File: src/rtl/core_control_fsm.sv
`default_nettype none
// ============================================================================
// Module   : core_control_fsm
// Purpose  : Multi-cycle RV32I control sequencer (FETCH/DECODE/EXECUTE/MEM/WB)
//            with memory wait timeouts, illegal-opcode trap and retire counter.
// Revision : 1.0 - initial release
// ============================================================================
module core_control_fsm #(
    parameter int MEM_TIMEOUT = 16,
    parameter int CNT_W       = 8
) (
    input  logic        clk,
    input  logic        rst,
    input  logic [31:0] instr,
    input  logic        branch_taken,
    input  logic        mem_ready,
    output logic        imem_req,
    output logic        ir_write,
    output logic        pc_write,
    output logic [1:0]  pc_src,
    output logic        alu_src_a,
    output logic        alu_src_b,
    output logic        dmem_req,
    output logic        dmem_we,
    output logic        reg_write,
    output logic [1:0]  wb_sel,
    output logic [2:0]  state,
    output logic [1:0]  trap_cause,
    output logic [31:0] instret
);

    typedef enum logic [2:0] {
        S_FETCH   = 3'd0,
        S_DECODE  = 3'd1,
        S_EXECUTE = 3'd2,
        S_MEM     = 3'd3,
        S_WB      = 3'd4,
        S_TRAP    = 3'd5
    } state_t;

    localparam logic [6:0] c_op_r      = 7'b0110011;
    localparam logic [6:0] c_op_imm    = 7'b0010011;
    localparam logic [6:0] c_op_load   = 7'b0000011;
    localparam logic [6:0] c_op_store  = 7'b0100011;
    localparam logic [6:0] c_op_branch = 7'b1100011;
    localparam logic [6:0] c_op_jal    = 7'b1101111;
    localparam logic [6:0] c_op_jalr   = 7'b1100111;
    localparam logic [6:0] c_op_lui    = 7'b0110111;
    localparam logic [6:0] c_op_auipc  = 7'b0010111;

    localparam logic [1:0] c_cause_none    = 2'd0;
    localparam logic [1:0] c_cause_illegal = 2'd1;
    localparam logic [1:0] c_cause_imem    = 2'd2;
    localparam logic [1:0] c_cause_dmem    = 2'd3;

    localparam logic [CNT_W-1:0] c_timeout_last = CNT_W'(MEM_TIMEOUT - 1);

    state_t            state_q, state_d;
    logic [CNT_W-1:0]  cnt_q, cnt_d;
    logic [1:0]        cause_q, cause_d;
    logic [31:0]       instret_q, instret_d;

    logic [6:0] w_opcode;
    logic       w_legal;
    logic       w_is_load;
    logic       w_is_store;
    logic       w_unused_instr;

    assign w_opcode       = instr[6:0];
    assign w_is_load      = (w_opcode == c_op_load);
    assign w_is_store     = (w_opcode == c_op_store);
    assign w_unused_instr = ^instr[31:7];

    always_comb begin
        w_legal = 1'b0;
        case (w_opcode)
            c_op_r, c_op_imm, c_op_load, c_op_store, c_op_branch,
            c_op_jal, c_op_jalr, c_op_lui, c_op_auipc: w_legal = 1'b1;
            default:                                   w_legal = 1'b0;
        endcase
    end

    always_comb begin
        state_d   = state_q;
        cnt_d     = cnt_q;
        cause_d   = cause_q;
        imem_req  = 1'b0;
        ir_write  = 1'b0;
        pc_write  = 1'b0;
        pc_src    = 2'd0;
        alu_src_a = 1'b0;
        alu_src_b = 1'b0;
        dmem_req  = 1'b0;
        dmem_we   = 1'b0;
        reg_write = 1'b0;
        wb_sel    = 2'd0;

        case (state_q)
            S_FETCH: begin
                imem_req = 1'b1;
                // mem_ready in the expiry cycle takes priority over the timeout
                if (mem_ready) begin
                    ir_write = 1'b1;
                    state_d  = S_DECODE;
                end else if (cnt_q == c_timeout_last) begin
                    state_d = S_TRAP;
                    cause_d = c_cause_imem;
                end else begin
                    cnt_d = cnt_q + CNT_W'(1);
                end
            end

            S_DECODE: begin
                if (w_legal) begin
                    state_d = S_EXECUTE;
                end else begin
                    state_d = S_TRAP;
                    cause_d = c_cause_illegal;
                end
            end

            S_EXECUTE: begin
                case (w_opcode)
                    c_op_branch: begin
                        pc_write = 1'b1;
                        pc_src   = branch_taken ? 2'd1 : 2'd0;
                        state_d  = S_FETCH;
                    end
                    c_op_load, c_op_store: begin
                        alu_src_b = 1'b1;
                        state_d   = S_MEM;
                    end
                    c_op_imm, c_op_jalr: begin
                        alu_src_b = 1'b1;
                        state_d   = S_WB;
                    end
                    c_op_auipc: begin
                        alu_src_a = 1'b1;
                        alu_src_b = 1'b1;
                        state_d   = S_WB;
                    end
                    c_op_lui, c_op_r, c_op_jal: begin
                        state_d = S_WB;
                    end
                    default: begin
                        // instr is stable after DECODE, so this is unreachable
                        state_d = S_TRAP;
                        cause_d = c_cause_illegal;
                    end
                endcase
            end

            S_MEM: begin
                dmem_req  = 1'b1;
                dmem_we   = w_is_store;
                alu_src_b = 1'b1;
                if (mem_ready) begin
                    if (w_is_store) begin
                        pc_write = 1'b1;
                        state_d  = S_FETCH;
                    end else begin
                        state_d = S_WB;
                    end
                end else if (cnt_q == c_timeout_last) begin
                    state_d = S_TRAP;
                    cause_d = c_cause_dmem;
                end else begin
                    cnt_d = cnt_q + CNT_W'(1);
                end
            end

            S_WB: begin
                reg_write = 1'b1;
                pc_write  = 1'b1;
                state_d   = S_FETCH;
                // ALU operand selects chosen in EXECUTE stay valid through WB
                alu_src_a = (w_opcode == c_op_auipc);
                alu_src_b = (w_opcode == c_op_imm) || (w_opcode == c_op_jalr) ||
                            (w_opcode == c_op_auipc) || w_is_load;
                if (w_is_load) begin
                    wb_sel = 2'd1;
                end else if ((w_opcode == c_op_jal) || (w_opcode == c_op_jalr)) begin
                    wb_sel = 2'd2;
                end
                if (w_opcode == c_op_jal) begin
                    pc_src = 2'd1;
                end else if (w_opcode == c_op_jalr) begin
                    pc_src = 2'd2;
                end
            end

            S_TRAP: begin
                state_d = S_TRAP;
            end

            default: begin
                state_d = S_FETCH;
                cause_d = c_cause_none;
            end
        endcase

        if (state_d != state_q) begin
            cnt_d = '0;
        end

        if (rst) begin
            imem_req  = 1'b0;
            ir_write  = 1'b0;
            pc_write  = 1'b0;
            dmem_req  = 1'b0;
            dmem_we   = 1'b0;
            reg_write = 1'b0;
        end

        // every pc_write marks the retirement of the current instruction
        instret_d = instret_q + {31'd0, pc_write};
    end

    always_ff @(posedge clk) begin
        if (rst) begin
            state_q   <= S_FETCH;
            cnt_q     <= '0;
            cause_q   <= c_cause_none;
            instret_q <= 32'd0;
        end else begin
            state_q   <= state_d;
            cnt_q     <= cnt_d;
            cause_q   <= cause_d;
            instret_q <= instret_d;
        end
    end

    assign state      = state_q;
    assign trap_cause = cause_q;
    assign instret    = instret_q;

endmodule
`default_nettype wire

File: config.mk
export PLATFORM = sky130hd
export DESIGN_NAME = core_control_fsm
export DESIGN_NICKNAME = d
export VERILOG_FILES = /design/src/rtl/core_control_fsm.sv
export SDC_FILE = /design/constraint.sdc
export NUM_CORES = 1
export LEC_CHECK = 0
export ABC_AREA = 1
export BUFFER_PORTS_ARGS = -buffer_cell sky130_fd_sc_hd__clkbuf_2
export CAP_MARGIN = 10
export CORE_MARGIN = 5
export CORE_UTILIZATION = 47
export CTS_CLUSTER_SIZE = 30
export DETAILED_ROUTE_END_ITERATION = 7
export GPL_TIMING_DRIVEN = 0
export PLACE_DENSITY = 0.77
export SKIP_CTS_REPAIR_TIMING = 1
export SLEW_MARGIN = 20
export SYNTH_ARGS = -nofsm -noshare
export SYNTH_HDL_FRONTEND = slang
export SYNTH_SLANG_ARGS = --single-unit
export TNS_END_PERCENT = 10
File: constraint.sdc
create_clock -name clk -period 2.6 [get_ports clk]
set_clock_uncertainty 0.05 [all_clocks]
set_input_delay 0 -clock clk [delete_from_list [all_inputs] [get_ports clk]]
set_output_delay 0 -clock clk [all_outputs]
set_load 0.01 [all_outputs]
==> out/results.tsv, run 1 <==
stage	metric	value	unit
timing	Final Hold Fails	1	
finish	post-route cell area	3510	µm²
pwr	Flop pwr share	44.3	%
timing	slew margin rel.	59.8	%
worst_setup_path	worst-path fanout max	6	
clocking	clock insertion delay at the later pin of the skew report	0.30	ns
pwr	Clock Power Share	29.2	%
detailed_routing	drt total wl	7160	µm
finish	register area	908	µm²
floorplanning	Die Y	86.4	µm
timing	post-route minimum period	2.65	ns
clocking	Root Driver	clkbuf_8	
global_route	initial antenna violation count	0	
hold_path	worst min path class	in -> reg	
timing	Hold WS	-0.0228	ns
floorplanning	CORE AREA	5570	µm²
synthesis	synthesized net count	432	
detailed_routing	post-route ant nets	0	
worst_setup_path	CP required	2.75	ns
synthesis	Netlist Area Pre-Place	2740	µm²
worst_setup_path	CP Capture Type	flip-flop	
synthesis	Yosys Warn Count	0	
pwr	Pwr per Cell Area	471	nW/µm²
timing	Final setup viols	3	
run_status	violated checks	hold timing, setup timing	
clocking	TritonCTS buffer count	5	
pwr	Lkg Pwr	0.00155	µW
run_status	status	complete, but fails checks	
clocking	CTS tree	built	
pwr	Net Sw Power	550	µW
pwr	switch share	33.2	%
clocking	clock buffer depth	2	
placed_design	Post-Place Worst Slack	-0.386	ns
finish	fill cell count	487	
timing	Slew Viols, Final	0	
synthesis	Seq/Total Area, Yosys	32.8	%
placed_design	Post-DP HPWL	5070	µm
pwr	Max VDD drop	297	µV
synthesis	syn avg cell area	6.98	µm²
floorplanning	I/O pins	85	
clocking	clk slew on worst S/H paths	0.08	ns
timing	slew of the pin with the lowest slew margin	0.603	ns
detailed_routing	via count	2871	
finish	# nets final	516	
worst_setup_path	Startpoint Class	flip-flop	
detailed_routing	Via density	5.22	
global_route	largest net degree at the start of global routing	14	
synthesis	register bit total from synthesis	45	
floorplanning	DIE AREA	7460	µm²
timing	RSZ-0062 raised after global routing	yes	
flow_run	Max Cap Viol	0	
timing	setup ws final	-0.0512	ns
floorplanning	FP Rows	27	
pwr	Power Total	1660	µW
synthesis	Post-synth EDFFs	0	
floorplanning	Initial Util	49.2	%
pwr	Combinational Power Share	26.5	%
timing	period utilization	102	%
finish	Layout area overhead	28.1	%
synthesis	asr flop ratio synth	0	%
worst_setup_path	Critical Path Start	state[2]$_SDFF_PP0_	
synthesis	Synth Flop Type	dfxtp_1	
timing	Max Fclk	0.377	GHz
detailed_routing	Routed wire per std cell	13.0	µm
pwr	Internal Power	1110	µW
finish	layout cells sized above 1	33.1	%
global_route	vias in the first global route	2593	
placed_design	final RePlAce weighted congestion	0.865	
worst_setup_path	crit path DAT	2.80	ns
synthesis	Yosys cell types	40	
global_route	remaining global-route overflow	0	
finish	area of the multi-input gates	1720	µm²
worst_setup_path	worst r2r src	state[2]$_SDFF_PP0_	
detailed_routing	TritonRoute pass-1 iters	4	
floorplanning	Die X	86.4	µm
hold_path	Hold Startpoint	rst	
global_route	gr usage total	18.5	%
clocking	H-Tree Depth	2	
finish	# diodes	0	
synthesis	Mapped Cells	393	
placed_design	Port-buffer cells	59	
placed_design	Post-DP Area	3130	µm²
worst_setup_path	CP Class	reg -> reg	
detailed_routing	Initial DRC Count	149	
global_route	first-pass GRT wire length	11400	µm
clocking	total clock sinks	45	
detailed_routing	Post-route DRC	0	
[per-layer routing]
layer | vias to the layer above | wire (µm) | track usage [%]
met2 | 95 | 3470 | 31.4
met5 | - | 0 | 0
met3 | 25 | 427 | 4.18
li1 | 1456 | - | -
met4 | 0 | 216 | 6.94
met1 | 1295 | 3050 | 22.8
[cell usage in the layout (no fill, tap or decap), types with 7 or more instances in the layout]
| cell type | Yosys | layout |
|---|---|---|
| a21oi_1 | 26 | 24 |
| buf_4 | 0 | 19 |
| clkbuf_2 | 0 | 59 |
| clkbuf_8 | 0 | 7 |
| dfxtp_1 | 45 | 43 |
| inv_1 | 53 | 51 |
| nand2_1 | 78 | 74 |
| nand2_2 | 8 | 10 |
| nand3_1 | 20 | 18 |
| nand4_1 | 11 | 11 |
| nor2_1 | 39 | 36 |
| nor2_2 | 10 | 9 |
| nor3_1 | 19 | 18 |
| nor3_2 | 10 | 9 |
| o21ai_0 | 17 | 14 |
[cells by family after synthesis]
family | synth area share (%)
simple gates | 42.4
fa+ha+maj | 1.37
flops | 32.8
compound gates | 10.9
xor+xnor | 2.87
buf+inv | 9.63
[final cells by class]
cell class | instances | share of cell area, %
well taps | 72 | 2.56
clock buffers | 7 | 2.74
flip-flops and latches | 45 | 25.8
multi-input cells | 283 | 48.9
plain buffers | 5 | 0.748
repair buffers | 78 | 12.5
clock inverters | 1 | 0.142
inverters | 59 | 6.59
[worst max-delay path, stage by stage (launching register included)]
cell,delay [ns]
dfxtp_4,0.39
inv_8,0.08
nand2_4,0.05
nor2_4,0.20
a21oi_4,0.08
o31ai_4,0.06
nand2_1,0.09
inv_2,0.10
ha_4,0.14
ha_4,0.14
nand3_4,0.08
nor2_2,0.10
nand4_1,0.18
nor2_4,0.24
nand2_4,0.08
nor2_4,0.12
nand4_1,0.12
o21ai_1,0.19
nor2_1,0.05
[stage by stage]
step	setup TNS (ns)	utilization [%]	cells
2_1_floorplan	0	-	393
3_3_place_gp	-1.30	56.1	524
3_5_place_dp	-1.56	56.1	524
4_1_cts	-1.77	57.9	532
5_1_grt	-1.01	63.1	550
6_report	-0.0610	63.1	550
[power groups by stage]
stage	logic, µW	clock network (µW)	registers [µW]
floorplan	287	0	746
global placement	381	0	739
detailed placement	388	0	740
CTS	390	491	723
global route	480	524	736
finish	438	484	733
[sequential cells by signal (all words and copies together), names as in the netlist]
| signal | cells |
|---|---|
| trap_cause | 2 |
| state | 3 |
| instret | 32 |
| cnt_q | 8 |
[synth_stat cells (2+ instances only)]
cell type,n,area (µm²)
a21oi_1,26,130
and3_1,2,12.5
buf_6,2,22.5
clkbuf_1,4,15.0
dfxtp_1,45,901
ha_1,3,37.5
inv_1,53,199
inv_2,4,15.0
inv_4,2,12.5
nand2_1,78,293
nand2_2,8,50.1
nand2_4,3,33.8
nand3_1,20,100
nand3_2,4,40.0
nand3_4,2,35.0
nand4_1,11,68.8
nor2_1,39,146
nor2_2,10,62.6
nor2_8,2,40.0
nor3_1,19,95.1
nor3_2,10,100
nor3_4,2,32.5
nor3b_1,2,15.0
o21a_1,3,22.5
o21ai_0,17,85.1
xnor2_1,3,26.3
xor2_1,6,52.6
[path summary, 6_finish.rpt]
path	end	slack, ns	cells past startpoint
worst max-delay path	instret[30]$_SDFF_PP0_	-0.05	18
worst min-delay path	instret[22]$_SDFF_PP0_	-0.02	3
worst max register to register	instret[30]$_SDFF_PP0_	-0.05	18
worst min register to register	instret[21]$_SDFF_PP0_	0.42	2
No activity file was read; power rests on OpenSTA's default activity.
==> run 2, diff against run 1 <==
--- a/config.mk
+++ b/config.mk
@@ -9,11 +9,12 @@
 export BUFFER_PORTS_ARGS = -buffer_cell sky130_fd_sc_hd__clkbuf_2
 export CAP_MARGIN = 10
 export CORE_MARGIN = 5
-export CORE_UTILIZATION = 47
+export CORE_UTILIZATION = 48
+export CTS_BUF_LIST = sky130_fd_sc_hd__clkbuf_2
 export CTS_CLUSTER_SIZE = 30
 export DETAILED_ROUTE_END_ITERATION = 7
 export GPL_TIMING_DRIVEN = 0
-export PLACE_DENSITY = 0.77
+export PLACE_DENSITY = 0.79
 export SKIP_CTS_REPAIR_TIMING = 1
 export SLEW_MARGIN = 20
 export SYNTH_ARGS = -nofsm -noshare
==> run 2 against run 1 <==
  * The flow still finishes with violations (hold timing, setup timing)
  * Count of clock-buffer cells in the layout fell by 1
  * Clock power down 19%
  * Global-route usage shrank 0.30 points
  * Design area down 1.9%
  * Sequential power is 0.7% higher
  * Final cell count shrank 0.73%
  * First-iteration DRC count fell by 19%
  * Wire length is 0.15% higher
  * Sequential share of layout area grew 0.53 points
  * Non-clock buffer count shrank 4
  * Flip-flop and latch count unchanged
==> out/results.tsv, run 2 (same netlist as run 1, synthesis figures left out) <==
stage	metric	value	unit	change
finish	most common cell after layout, fill and taps aside	nand2_1		
clocking	clk slew on worst S/H paths	0.24	ns	+0.16 ns
pwr	Pwr per Cell Area	451	nW/µm²	-4.3%
timing	slew margin rel.	60.5	%	+0.73 points
detailed_routing	Initial DRC Count	121		-19%
finish	# nets final	512		-0.78%
floorplanning	Die X	85.6	µm	-0.93%
timing	Hold WS	-0.123	ns	-0.100 ns
global_route	remaining global-route overflow	0		unchanged
worst_setup_path	crit path DAT	2.91	ns	+0.11 ns
finish	commonest non-fill, non-tap cells in the layout	nand2_1, clkbuf_2, inv_1		
floorplanning	FP Rows	27		unchanged
clocking	TritonCTS buffer count	5		unchanged
clocking	H-Tree Depth	2		unchanged
clocking	clock buffer depth	2		unchanged
clocking	total clock sinks	45		unchanged
worst_setup_path	CP Capture Type	flip-flop		
pwr	Max VDD drop	316	µV	+6.6%
detailed_routing	Routed wire per std cell	13.1	µm	+0.89%
global_route	initial antenna violation count	0		unchanged
placed_design	Post-DP HPWL	5240	µm	+3.3%
placed_design	DP Cell Count	524		unchanged
clocking	CTS tree	built		
worst_setup_path	CP required	2.87	ns	+0.12 ns
detailed_routing	TritonRoute pass-1 iters	5		+1
placed_design	final RePlAce weighted congestion	0.853		-1.4%
worst_setup_path	CP Class	reg -> reg		
worst_setup_path	worst-path fanout max	7		+1
pwr	Lkg Pwr	0.00151	µW	-2.3%
timing	post-route minimum period	2.64	ns	-0.0145 ns
global_route	vias in the first global route	2546		-1.8%
global_route	largest net degree at the start of global routing	14		unchanged
hold_path	worst min path class	in -> reg		
worst_setup_path	R2R Setup Slk	-0.04	ns	about the same
floorplanning	CORE AREA	5540	µm²	-0.61%
detailed_routing	Post-route DRC	0		unchanged
timing	Max Fclk	0.379	GHz	+0.55%
detailed_routing	via count	2920		+1.7%
floorplanning	DIE AREA	7330	µm²	-1.8%
finish	Layout area overhead	25.7	%	
timing	RSZ-0062 raised after global routing	yes		
clocking	Root Driver	clkbuf_2		
timing	slew of the pin with the lowest slew margin	0.592	ns	-0.0109 ns
timing	setup ws final	-0.0368	ns	+0.0145 ns
run_status	violated checks	hold timing, setup timing		
floorplanning	Die Y	85.6	µm	-0.93%
detailed_routing	post-route ant nets	0		unchanged
flow_run	Max Cap Viol	0		unchanged
placed_design	Port-buffer cells	59		unchanged
global_route	first-pass GRT wire length	11100	µm	-2.5%
finish	layout cells sized above 1	31.9	%	-1.2 points
finish	# diodes	0		unchanged
finish	Final Instance Count excl. Fillers	546		-0.73%
run_status	status	complete, but fails checks		
finish	Largest register FFs	32		unchanged
detailed_routing	drt total wl	7170	µm	+0.15%
timing	Final Hold Fails	1		unchanged
timing	Final setup viols	1		-2
timing	Slew Viols, Final	0		unchanged
timing	period utilization	101	%	-0.56 points
detailed_routing	Via density	5.35		+2.5%
worst_setup_path	Startpoint Class	flip-flop		
clocking	clock insertion delay at the later pin of the skew report	0.41	ns	+0.11 ns
floorplanning	I/O pins	85		unchanged
global_route	gr usage total	18.2	%	-0.30 points
floorplanning	Initial Util	49.5	%	+0.30 points
==> run 2: final timing paths <==
check / startpoint / endpoint / cells past startpoint
setup reg to reg: state[2]$_SDFF_PP0_ / instret[22]$_SDFF_PP0_ / 17
hold / removal: rst / instret[22]$_SDFF_PP0_ / 3
hold reg to reg: instret[21]$_SDFF_PP0_ / instret[21]$_SDFF_PP0_ / 2
setup / recovery: state[2]$_SDFF_PP0_ / instret[22]$_SDFF_PP0_ / 17
==> run 2: stage by stage <==
step                      util, %  TNS, ns  setup slack (ns)  power (µW)  instance area (µm²)
after detailed placement     56.5    -1.61            -0.347        1120                 3130
final                        62.2  -0.0368           -0.0368        1550                 3450
after floorplan                 -        0           0.00440        1030                 2740
after global placement       56.5    -1.30            -0.316        1120                 3130
after global routing         62.2   -0.936            -0.222        1650                 3450
after CTS                    57.6    -1.85            -0.359        1520                 3190
==> run 2: layout make-up <==
cell class | instances | area, µm²
inverter | 59 | 231
multi-input combinational | 283 | 1710
buffer | 5 | 30.0
clock buffer | 6 | 30.0
clock inverter | 2 | 33.8
tap | 72 | 90.1
sequential | 45 | 910
timing repair buffer | 74 | 415
fill | 516 | 2090
==> run 2: per-layer routing <==
metal,track usage (%),share of wire [%],vias up,wire [µm]
met5,0,0,-,0
met4,3.45,0.92,0,66
met3,3.46,5.5,7,392
met2,33.3,52,95,3740
met1,22.2,41,1373,2970
li1,-,-,1445,-
==> run 2: worst max-delay path, stage by stage (launching register included) <==
cell     delay [ns]
dfxtp_4        0.45
inv_8          0.09
nand2_4        0.05
nor2_4         0.17
a21oi_2        0.08
o31ai_2        0.06
nand2_1        0.09
inv_2          0.10
ha_4           0.14
ha_4           0.14
nand3_4        0.08
nor2_2         0.11
nand4_1        0.18
nor2_4         0.23
nand4_1        0.18
nor2_1         0.18
a21oi_1        0.09
o21a_1         0.10
==> run 2: report_power, final <==
| group | internal (µW) | switching, µW |
|---|---|---|
| sequential | 714 | 24.6 |
| clock | 164 | 228 |
| combinational | 149 | 275 |
==> run 3, diff against run 2 <==
--- a/config.mk
+++ b/config.mk
@@ -8,6 +8,7 @@
 export ABC_AREA = 1
 export BUFFER_PORTS_ARGS = -buffer_cell sky130_fd_sc_hd__clkbuf_2
 export CAP_MARGIN = 10
+export CORE_ASPECT_RATIO = 0.8
 export CORE_MARGIN = 5
 export CORE_UTILIZATION = 48
 export CTS_BUF_LIST = sky130_fd_sc_hd__clkbuf_2
@@ -15,6 +16,7 @@
 export DETAILED_ROUTE_END_ITERATION = 7
 export GPL_TIMING_DRIVEN = 0
 export PLACE_DENSITY = 0.79
+export REMOVE_ABC_BUFFERS = 1
 export SKIP_CTS_REPAIR_TIMING = 1
 export SLEW_MARGIN = 20
 export SYNTH_ARGS = -nofsm -noshare
==> constraint.sdc (replaced) <==
create_clock -name clk -period 2.6 [get_ports clk]
set_clock_uncertainty 0.05 [all_clocks]
set_input_delay 0.13 -clock clk [delete_from_list [all_inputs] [get_ports clk]]
set_output_delay 0.13 -clock clk [all_outputs]
set_load 0.01 [all_outputs]
==> run 3 against run 2 <==
  * The flow finishes with violations (setup timing)
  * Combinational power shrank 4%
  * Setup slack lost 0.077 ns
  * Worst hold slack gained 0.24 ns
  * Global-route usage is essentially flat
  * Count of clock-buffer cells in the layout is the same
  * First-iteration DRC count grew 40%
  * Register-to-register slack lost 0.08 ns
  * Flip-flop and latch count is the same
  * Wire length shrank 3.0%
  * Via count shrank 2.5%
  * Largest cell class unchanged
  * Largest power group unchanged
  * Highest routed layer unchanged
==> out/results.tsv, run 3 (same netlist as run 1, synthesis figures left out) <==
stage	metric	value	unit	change
floorplanning	FP Rows	24		-11%
floorplanning	CORE AREA	5500	µm²	-0.81%
worst_setup_path	worst stage delay on the critical path	0.44	ns	about the same
worst_setup_path	Worst R2R End	instret[22]$_SDFF_PP0_		
clocking	clock insertion delay at the later pin of the skew report	0.42	ns	about the same
finish	commonest non-fill, non-tap cells in the layout	nand2_1, clkbuf_2, inv_1		
worst_setup_path	worst-path fanout max	7		unchanged
hold_path	worst min path class	in -> reg		
timing	Final Hold Fails	0		-1
finish	most common cell after layout, fill and taps aside	nand2_1		
worst_setup_path	CP Class	reg -> reg		
finish	layout cells sized above 1	32.4	%	+0.55 points
worst_setup_path	Worst path most repeated cell	nor2_4		
placed_design	Post-Place Worst Slack	-0.503	ns	-0.156 ns
finish	# nets final	507		-0.98%
worst_setup_path	Max stage delay cell, worst path	dfxtp_4		
global_route	remaining global-route overflow	0		unchanged
timing	Slew Viols, Final	0		unchanged
finish	final core occ	61.7	%	-0.51 points
pwr	Max VDD drop	443	µV	+40%
worst_setup_path	worst r2r src	state[2]$_SDFF_PP0_		
detailed_routing	TritonRoute pass-1 iters	4		-1
floorplanning	I/O pins	85		unchanged
worst_setup_path	critical path, cell by cell	inv_6 -> nand2_4 -> nor2_4 -> a21oi_2 -> o31ai_2 -> nand2_1 -> inv_2 -> ha_4 -> ha_4 -> nand3_4 -> nor2_4 -> nand4_1 -> nor2_4 -> nand4_1 -> nor2_1 -> a21oi_1 -> o21a_1		
timing	RSZ-0062 raised after global routing	yes		
hold_path	hold path depth	5		+2
finish	# diodes	0		unchanged
timing	period utilization	104	%	+2.9 points
floorplanning	DIE AREA	7330	µm²	+0.13%
timing	post-route minimum period	2.71	ns	+0.0765 ns
worst_setup_path	CP top delay family	simple AND/OR/NAND/NOR gates		
timing	Max Fclk	0.369	GHz	-2.8%
global_route	initial antenna violation count	0		unchanged
detailed_routing	drt total wl	6960	µm	-3.0%
placed_design	Post-DP HPWL	4980	µm	-5.0%
flow_run	Max Cap Viol	0		unchanged
worst_setup_path	CP Capture Type	flip-flop		
hold_path	hold path endpoint	trap_cause[0]$_SDFFE_PP0P_		
worst_setup_path	Startpoint Class	flip-flop		
detailed_routing	Routed wire per std cell	12.7	µm	-3.2%
finish	Largest register FFs	32		unchanged
placed_design	final RePlAce weighted congestion	0.882		+3.4%
global_route	vias in the first global route	2515		-1.2%
worst_setup_path	CP bufs+invs	2		unchanged
detailed_routing	Post-route DRC	0		unchanged
global_route	gr usage total	18.2	%	about the same
finish	Layout area overhead	23.7	%	
timing	Post-Route Setup TNS	-0.208	ns	-0.171 ns
clocking	H-Tree Depth	2		unchanged
global_route	first-pass GRT wire length	11100	µm	-0.19%
detailed_routing	via count	2848		-2.5%
clocking	clock buffer depth	2		unchanged
pwr	Lkg Pwr	0.00149	µW	-1.7%
timing	setup ws final	-0.113	ns	-0.0765 ns
floorplanning	Die Y	77.6	µm	-9.3%
clocking	TritonCTS buffer count	5		unchanged
worst_setup_path	R2R Setup Slk	-0.11	ns	-0.08 ns
floorplanning	Initial Util	49.9	%	+0.41 points
global_route	largest net degree at the start of global routing	24		+10
clocking	Root Driver	clkbuf_2		
clocking	CTS tree	built		
detailed_routing	post-route ant nets	0		unchanged
timing	slew of the pin with the lowest slew margin	0.680	ns	+0.0883 ns
finish	fill cell count	515		-0.19%
clocking	clk slew on worst S/H paths	0.25	ns	about the same
worst_setup_path	crit path DAT	3.02	ns	+0.11 ns
pwr	Power Total	1460	µW	-5.9%
detailed_routing	Via density	5.21		-2.6%
detailed_routing	Initial DRC Count	170		+40%
placed_design	Port-buffer cells	59		unchanged
timing	slew margin rel.	54.6	%	-5.9 points
clocking	total clock sinks	45		unchanged
worst_setup_path	CP required	2.91	ns	+0.04 ns
timing	Final setup viols	3		+2
run_status	status	complete, but fails checks		
hold_path	Hold Startpoint	mem_ready		
floorplanning	Die X	94.5	µm	+10%
pwr	Pwr per Cell Area	431	nW/µm²	-4.3%
worst_setup_path	Worst Reg-to-Reg Cells	17		unchanged
run_status	violated checks	setup timing		
[run 3: cell count changes in the layout (fill, tap and decap cells not counted), moves of 2 or more]
cell / delta
clkbuf_1: -4
buf_4: +3
dlygate4sd3_1: -3
o21ai_1: -2
o21ai_0: +2
clkinvlp_4: +2
[run 3: per-stage QoR]
step	std cells	cell area [µm²]	hold slack, ns
after floorplan	387	2710	0.149
after global placement	524	3100	0.408
after detailed placement	524	3100	0.416
after CTS	532	3140	0.0737
after global routing	547	3390	0.102
final	547	3390	0.112
[run 3: how the worst max path moves through the flow]
stage                              to                start  depth (start not counted)
2_1_floorplan  instret[30]$_SDFF_PP0_  state[2]$_SDFF_PP0_                         18
3_3_place_gp   instret[30]$_SDFF_PP0_                  rst                         15
3_5_place_dp   instret[30]$_SDFF_PP0_                  rst                         15
4_1_cts        instret[30]$_SDFF_PP0_  state[2]$_SDFF_PP0_                         18
5_1_grt        instret[22]$_SDFF_PP0_  state[2]$_SDFF_PP0_                         17
6_report       instret[22]$_SDFF_PP0_  state[2]$_SDFF_PP0_                         17
[run 3: per-layer routing]
| layer | vias up | global-route usage [%] | routed length [µm] |
|---|---|---|---|
| met5 | - | 0 | 0 |
| met4 | 0 | 6.20 | 94 |
| met3 | 10 | 3.58 | 376 |
| met2 | 82 | 30.1 | 3370 |
| met1 | 1320 | 23.7 | 3120 |
| li1 | 1436 | - | - |
[run 3: power by group]
part | switching, µW | internal, µW
clock network | 236 | 69.4
registers | 37.2 | 715
logic | 268 | 138
[run 3: final cells by class]
| type | count | area (µm²) | area share, % |
|---|---|---|---|
| well taps | 78 | 97.6 | 2.88 |
| clock inverters | 2 | 15.0 | 0.443 |
| multi-input cells | 283 | 1700 | 50.1 |
| inverters | 59 | 229 | 6.75 |
| flip-flops and latches | 45 | 912 | 26.9 |
| repair buffers | 74 | 408 | 12.0 |
| clock buffers | 6 | 30.0 | 0.885 |
[run 3: worst min-delay path, stage by stage]
cell and delay [ns]:
clkbuf_2 0.10, a21oi_1 0.08, nand3_1 0.09, nor3_1 0.06, nor2_1 0.09
